File: src/rtl/ar_seq_pkg.sv
// Shared state encoding and AR boundary constants for the AR block-transfer sequencer.
package ar_seq_pkg;

  typedef enum logic [2:0] {
    IDLE,
    LOAD,
    REQ,
    STEP,
    DONE,
    ALARM
  } state_t;

  localparam logic [15:0] AR_MAX = 16'hffff;
  localparam logic [15:0] AR_MIN = 16'h0000;

endpackage

File: src/rtl/ar_seq_tmo.sv
// Timeout counter for the memory request: cleared on clr, counts while run,
// saturates at TIMEOUT-1 and flags expired there.
module ar_seq_tmo #(
  parameter int unsigned TIMEOUT = 64
) (
  input  logic clk_sys,
  input  logic rst_,
  input  logic clr,
  input  logic run,
  output logic expired
);

  localparam int unsigned TW = $clog2(TIMEOUT);
  localparam logic [TW-1:0] TLAST = TW'(TIMEOUT - 1);

  logic [TW-1:0] tmr;

  always_ff @(posedge clk_sys or negedge rst_) begin
    if (!rst_) begin
      tmr <= '0;
    end else if (clr) begin
      tmr <= '0;
    end else if (run && (tmr != TLAST)) begin
      tmr <= tmr + TW'(1);
    end
  end

  assign expired = (tmr == TLAST);

endmodule

File: src/rtl/ar_seq.sv
// AR sequencer: loads AR, issues one memory request per word and steps AR
// between words, finishing with a done or alarm pulse.
module ar_seq
  import ar_seq_pkg::*;
#(
  parameter int unsigned CNT_W   = 16,
  parameter int unsigned TIMEOUT = 64
) (
  input  logic             clk_sys,
  input  logic             rst_,
  input  logic             start,
  input  logic             dir,
  input  logic [CNT_W-1:0] cnt,
  input  logic [15:0]      ar,
  input  logic             mok,
  input  logic             abort,
  output logic             ar_ld,
  output logic             ar_inc,
  output logic             ar_dec,
  output logic             mreq,
  output logic             busy,
  output logic             done,
  output logic             alarm
);

  state_t           state, nxt;
  logic [CNT_W-1:0] rem;
  logic             dir_q;
  logic             wrap_q;
  logic             expired;
  logic             step_ok;

  ar_seq_tmo #(.TIMEOUT(TIMEOUT)) u_tmo (
    .clk_sys (clk_sys),
    .rst_    (rst_),
    .clr     ((state == LOAD) || (state == STEP)),
    .run     (state == REQ),
    .expired (expired)
  );

  always_ff @(posedge clk_sys or negedge rst_) begin
    if (!rst_) begin
      state  <= IDLE;
      rem    <= '0;
      dir_q  <= 1'b0;
      wrap_q <= 1'b0;
    end else begin
      state <= nxt;
      if ((state == IDLE) && start) begin
        rem   <= cnt;
        dir_q <= dir;
      end
      if ((state == STEP) && (rem != '0)) begin
        rem <= rem - CNT_W'(1);
      end
      // Wrap is judged on the address of the request in flight and held
      // into STEP, so the step strobe stays a pure function of registers.
      if (state == REQ) begin
        wrap_q <= dir_q ? (ar == AR_MIN) : (ar == AR_MAX);
      end
    end
  end

  always_comb begin
    nxt = state;
    case (state)
      IDLE:  if (start) nxt = (cnt != '0) ? LOAD : DONE;
      LOAD:  nxt = abort ? IDLE : REQ;
      REQ: begin
        if (abort)        nxt = IDLE;
        else if (mok)     nxt = STEP;
        else if (expired) nxt = ALARM;
      end
      STEP: begin
        if (abort)                    nxt = IDLE;
        else if (rem == CNT_W'(1))    nxt = DONE;
        else if (wrap_q)              nxt = ALARM;
        else                          nxt = REQ;
      end
      DONE:    nxt = IDLE;
      ALARM:   nxt = IDLE;
      default: nxt = IDLE;
    endcase
  end

  assign step_ok = (state == STEP) && (rem != CNT_W'(1)) && !wrap_q;

  assign ar_ld  = (state == LOAD);
  assign ar_inc = step_ok && !dir_q;
  assign ar_dec = step_ok && dir_q;
  assign mreq   = (state == REQ);
  assign busy   = (state != IDLE);
  assign done   = (state == DONE);
  assign alarm  = (state == ALARM);

endmodule

File: config.mk
export PLATFORM = sky130hd
export DESIGN_NAME = ar_seq
export DESIGN_NICKNAME = d
export VERILOG_FILES = /design/src/rtl/ar_seq_pkg.sv /design/src/rtl/ar_seq_tmo.sv /design/src/rtl/ar_seq.sv
export SDC_FILE = /design/constraint.sdc
export NUM_CORES = 1
export LEC_CHECK = 0
export CAP_MARGIN = 20
export CORE_MARGIN = 1
export CORE_UTILIZATION = 38
export DETAILED_ROUTE_END_ITERATION = 16
export PLACE_DENSITY = 0.62
export SLEW_MARGIN = 20
export SYNTH_ARGS = -nofsm -noshare
export SYNTH_HDL_FRONTEND = slang
export SYNTH_SLANG_ARGS = --single-unit
File: constraint.sdc
create_clock -name clk_sys -period 2.8 [get_ports clk_sys]
set_input_delay 0.28 -clock clk_sys [delete_from_list [all_inputs] [get_ports clk_sys]]
set_output_delay 0.28 -clock clk_sys [all_outputs]
set_load 0.01 [all_outputs]
Word-level counts from Yosys, hierarchy flattened
Index checks and enable logic that the tools add are counted.

word-level totals
  bits in registers = 27
  input port bits = 38
  word-level logic and storage cells = 52

operators by class
  equality and inequality tests = 12
  $add $sub $neg = 2
  mux-type cells = 15
  reductions and logical operators = 18

operator list
  kind                                                  count
  two-way mux 16 bit                                    2
  nonzero test 16 bit                                   2
  two-way mux 3 bit                                     8
  equality test 16 x 1 -> 1 bit, second input constant  1
  equality test 16 bit, second input constant           1
  zero test 16 bit                                      1
  != test 16 x 1 -> 1 bit, second input constant        1
  subtractor 16 x 1 -> 16 bit, second input constant    1
  two-way mux 6 bit                                     2
  case mux 3 bit (4 select lines)                       1
  logical AND 1 bit                                     7
  adder 6 x 1 -> 6 bit, second input constant           1
  equality test 3 x 2 -> 1 bit, second input constant   2
  equality test 3 bit, second input constant            2
  equality test 6 bit, second input constant            1
  != test 6 bit, second input constant                  1
  != test 4 bit, second input constant                  1
  nonzero test 2 bit                                    2
  equality test 3 x 1 -> 1 bit, second input constant   1
  zero test 3 bit                                       1
  nonzero test 3 bit                                    1
  zero test 1 bit                                       2
  two-way mux 2 bit                                     1
  != test 2 bit, second input constant                  1
  3 further kinds                                       3

Logic depth before layout (Yosys ltp)
  depth in word-level cells = 5
  mapped depth = 7
  gate-level depth less buffers = 6

Cells and area by module
Synthesis repeated with hierarchy kept, for this count alone.

unflattened totals
  cells, all modules = 203
  area total of the unflattened synthesis = 1851.8 um^2

modules (own cells, without submodules)
  module      cells each  instances  area each (um^2)  sequential area each (um^2)
  ar_seq      171         1          1510.2            525.5
  ar_seq_tmo  32          1          341.6             150.1

Worst setup path after synthesis
No wires, ideal clock.

  kind = reg-to-reg
  start point = register rem[3]
  end point = register rem[13]
  slack = 0.756 ns
  buffers on the path = 0
  stages on the path, launching flop included = 6
  clock period less this slack = 2.044 ns
  data arrival time = 1.979 ns
  setup time = 0.065 ns
  cells stage by stage = dfrtp_1 > or4_4 > or4_4 > nor4_4 > mux2_1 > o221a_2

on the way
  cells in the longest elaborated chain, start to end = 3
  elaborated cells between the ends (all ways) = 5

ends and longest elaborated chain
  element                                                                              RTL line      text
  start, declared                                                                      ar_seq.sv:27  logic [CNT_W-1:0] rem;
  start signal, assigned                                                               ar_seq.sv:50  rem <= cnt;
  start signal, assigned                                                               ar_seq.sv:54  rem <= rem - CNT_W'(1);
  parallel branches: the longest is 3 deep, another holds subtractor 16 x 1 -> 16 bit  --

Several ways; the timed one is not identified.
A chain may end at the register's enable or synchronous reset.

Final worst setup path
  start point = register rem[3]
  end point = output ar_dec

on the way
  cells in the longest elaborated chain, start to end = 4

ends and longest elaborated chain
  element                         RTL line      text
  != test 16 x 1 -> 1 bit         ar_seq.sv:86  assign step_ok = (state == STEP) && (rem != CNT_W'(1)) && !wrap_q;
  logical AND 1 bit (2 in a row)  ar_seq.sv:86
  logical AND 1 bit               ar_seq.sv:90  assign ar_dec = step_ok && dir_q;
  end, declared                   ar_seq.sv:19  output logic ar_dec,

No other way between the ends.

==> results.py <==
metrics = {
    "die": {
        "die_height_um": 69.8,
        "floorplan.initialDensity_pct": 39.8,
        "floorplan.rows": 24,
        "dieArea_mm2": 0.00487,
        "core_area_mm2": 0.00438,
        "die_span_x_um": 69.8,
        "ios": 45,
    },
    "power_and_ir_drop": {
        "power.density_mw_per_mm2": 766,
        "ir_drop_mv": 0.288,
        "p_leak_nw": 0.876,
    },
    "yosys": {
        "synth_top_family_by_area": "simple AND/OR/NAND/NOR gates",
        "synth.most_common_cell": "dfrtp_1",
        "synth-seq-cells": 27,
        "synth_top_cells_by_area": "dfrtp_1 (39%), nand2_1 (4.7%), nor2_1 (4.3%), o211ai_1 (4.3%), nor4_1 (3.9%)",
        "synth_async_sr_flop_share_pct": 100,
        "synthesis.nets": 247,
        "portion_of_netlist_area_occupied_by_mux_cells_pct": 2.37,
        "yosys.area_share.xor_xnor_pct": 2.51,
        "netlist_area_mm2": 0.00175,
        "synth_common_cells": "dfrtp_1 (27), nand2_1 (22), nor2_1 (20)",
        "synthFlopType": "dfrtp_1",
        "ys_warn_count": 0,
        "area_share_of_and_or_nand_nor_cells_after_synthesis_pct": 32.6,
        "seq_area_frac_synth_pct": 38.7,
        "synth_edf_count": 0,
        "synth.lib_cells_used.distinct": 46,
        "postSynthAreaPerCell_um2": 8.51,
        "synth_fa_ha_area_share_pct": 2.87,
        "synth_top_cell_area_share_pct": 38.7,
        "synth_compound_gate_area_share_pct": 17.1,
        "post-synth-top-area-cell": "dfrtp_1",
        "post_synth_inst_count": 205,
    },
    "timing": {
        "maximum_clock_rate_mhz": 388,
        "slew_headroom_pct": 58.4,
        "worstMarginPinSlew_ns": 0.624,
        "rsz_0062_raised_after_global_routing": "no",
        "final.setup.tns_ns": 0,
        "clock-skew-final_ns": 0.00230,
        "finalSetupViolCount": 0,
        "clock_period_minus_final_worst_setup_slack_ns": 2.57,
        "slew_viol_final": 0,
        "final_min_period_over_clock_period_pct": 91.9,
        "total_count_of_hold_check_failures_in_the_final_report": 0,
    },
    "drt": {
        "remaining_drc_errors": 0,
        "route.detailed.wl_per_inst_um": 14.5,
        "post_drt_via_cell_ratio": 5.84,
        "detail-route-antenna-nets": 0,
        "route.vias.total": 1759,
        "drt_first_iter_violations": 124,
        "number_of_optimization_iterations_in_the_first_detailed_route_pass": 4,
        "route.final.wire_length_um": 4380,
    },
    "global_routing": {
        "grt_util_all_layers_pct": 19.1,
        "grt_start_max_net_pins": 28,
        "grt_remaining_overflow": 0,
        "grt_antenna_before_repair": 0,
        "grt_first_pass_wirelength_um": 7620,
        "grt_pass1_vias": 1654,
    },
    "cells_and_area": {
        "stdcell_area_mm2": 0.00229,
        "num-fill-cells": 413,
        "syn2layout_area_growth_pct": 31.4,
        "final_net_count": 292,
        "n_antenna_cell": 0,
        "final_layout_size_suffix_gt1_share_pct": 6.43,
        "finished_layout_cells": 301,
    },
    "clock_network": {
        "clk_latency_ns": 0.28,
        "cts_hold_buffers": 0,
        "clock-sinks": 27,
        "clockBufferDepth": 2,
        "clock_tree_from_tritoncts": "done",
        "cts.reportedPaths.clkPinSlew_ns": 0.10,
        "cts_repair_resize_count": 0,
        "clock_tree.root_cell": "clkbuf_8",
        "cts_made_buffers": 3,
        "cts_max_level": 1,
        "cts.repair_timing.setup_buffer_count": 0,
    },
    "critical_path": {
        "timing.critical_path.slowest_stage_cell": "dfrtp_1",
        "critical_path_class": "reg -> out",
        "cp.arrival_ns": 2.29,
        "worst-path-max-fanout": 7,
        "timing.critical_path.slowest_cell_delay_ns": 0.47,
        "cp_data_required_time_ns": 2.52,
        "timing.critical_path.to_type": "output pin",
        "ff2ff_path_depth": 5,
        "timing.critical_path.from_type": "flip-flop",
        "crit_chain": "nor4_2 -> nand4_1 -> o21bai_2 -> nor3_1 -> clkdlybuf4s50_1",
    },
    "status": {
        "status": "finished, final reports clean",
    },
    "placement": {
        "dp.final_hpwl_um": 3360,
        "globalplace.congestion": 0.832,
        "buffer_ports.inserted": 44,
        "placedCellCount": 297,
        "placement.cell_area_mm2": 0.00224,
    },
    "job": {
        "max_cap_violations": 0,
    },
    "worst_hold_path": {
        "hp-class": "in -> async",
    },
}
worst paths after layout:
kind	to	slack [ns]	startpoint
max reg2reg	rem[13]$_DFFE_PN0P_	0.50	rem[3]$_DFFE_PN0P_
min	u_tmo.tmr[1]$_DFFE_PN0P_	0.36	rst_
max	ar_dec	0.23	rem[3]$_DFFE_PN0P_
min in group clk_sys	wrap_q$_DFFE_PN0P_	0.51	wrap_q$_DFFE_PN0P_
max in group asynchronous	rem[11]$_DFFE_PN0P_	2.18	rst_
min reg2reg	wrap_q$_DFFE_PN0P_	0.51	wrap_q$_DFFE_PN0P_
cell type report:
| cell class | instances | area [um2] | area share [%] |
|---|---|---|---|
| multi-input cells | 161 | 1010 | 43.9 |
| flip-flops and latches | 27 | 676 | 29.5 |
| repair buffers | 46 | 455 | 19.9 |
| well taps | 52 | 65.1 | 2.84 |
| clock buffers | 3 | 41.3 | 1.80 |
| inverters | 11 | 41.3 | 1.80 |
| clock inverters | 1 | 7.51 | 0.327 |
layout by cell type, fill, tap and decap left out, types with 3 or more instances in the layout:
master and count:
a21oi_1 4, nor3_1 11, nand3_1 10, inv_1 11, o21ai_0 6, clkdlybuf4s50_1 44, ha_1 4, nand2_1 22
o211ai_1 10, nand4_1 9, dfrtp_1 27, nor4_1 11, or2_2 3, nor2_1 20, mux2i_1 3, a31oi_1 5
xor2_1 4, clkbuf_8 3, or3_1 6
metal layers:
| metal | vias to the layer above | wire, um | global-route usage (%) | share of wire (%) |
|---|---|---|---|---|
| met3 | 8 | 238 | 2.62 | 5.4 |
| met4 | 0 | 75 | 6.22 | 1.7 |
| li1 | 861 | - | - | - |
| met2 | 57 | 1930 | 29.0 | 44 |
| met5 | - | 0 | 0 | 0 |
| met1 | 833 | 2130 | 27.9 | 49 |
worst max-delay path: cells and delay by family (launching register included):
| kind | cells | cell delay, ns |
|---|---|---|
| simple gates | 3 | 0.80 |
| flops | 1 | 0.47 |
| buf+inv | 1 | 0.47 |
| compound gates | 1 | 0.27 |
where the power goes:
group	leakage (nW)	switching [mW]	internal, mW
Combinational	0.516	0.444	0.355
Clock	0.0217	0.134	0.101
Sequential	0.338	0.188	0.535
Total	0.876	0.765	0.992
sequential cells by signal, summed over array words and instances, names as in the netlist:
signal / count
rem: 16
u_tmo.tmr: 6
state: 3
dir_q: 1
wrap_q: 1
through the flow:
step / setup WS [ns] / hold slack, ns / util (%) / power (mW)
after floorplan: 0.756 / -0.0156 / - / 1.24
after global placement: 0.506 / 0.492 / 51.1 / 1.52
after detailed placement: 0.459 / 0.493 / 51.1 / 1.52
after CTS: 0.136 / 0.375 / 52.2 / 1.76
after global routing: 0.0820 / 0.395 / 52.3 / 1.90
final: 0.226 / 0.360 / 52.3 / 1.76
logic make-up (layout without fill, tap and decap cells):
| group | after synthesis | in the layout |
|---|---|---|
| and+or+nand+nor | 106 | 106 |
| AOI/OAI and AO/OA | 42 | 42 |
| DFF | 27 | 27 |
| buffers and inverters | 17 | 61 |
| xor gates and xnor gates | 5 | 5 |
| adders and majority gates | 4 | 4 |
| muxes | 4 | 4 |
No activity file was read; power rests on OpenSTA's default activity.
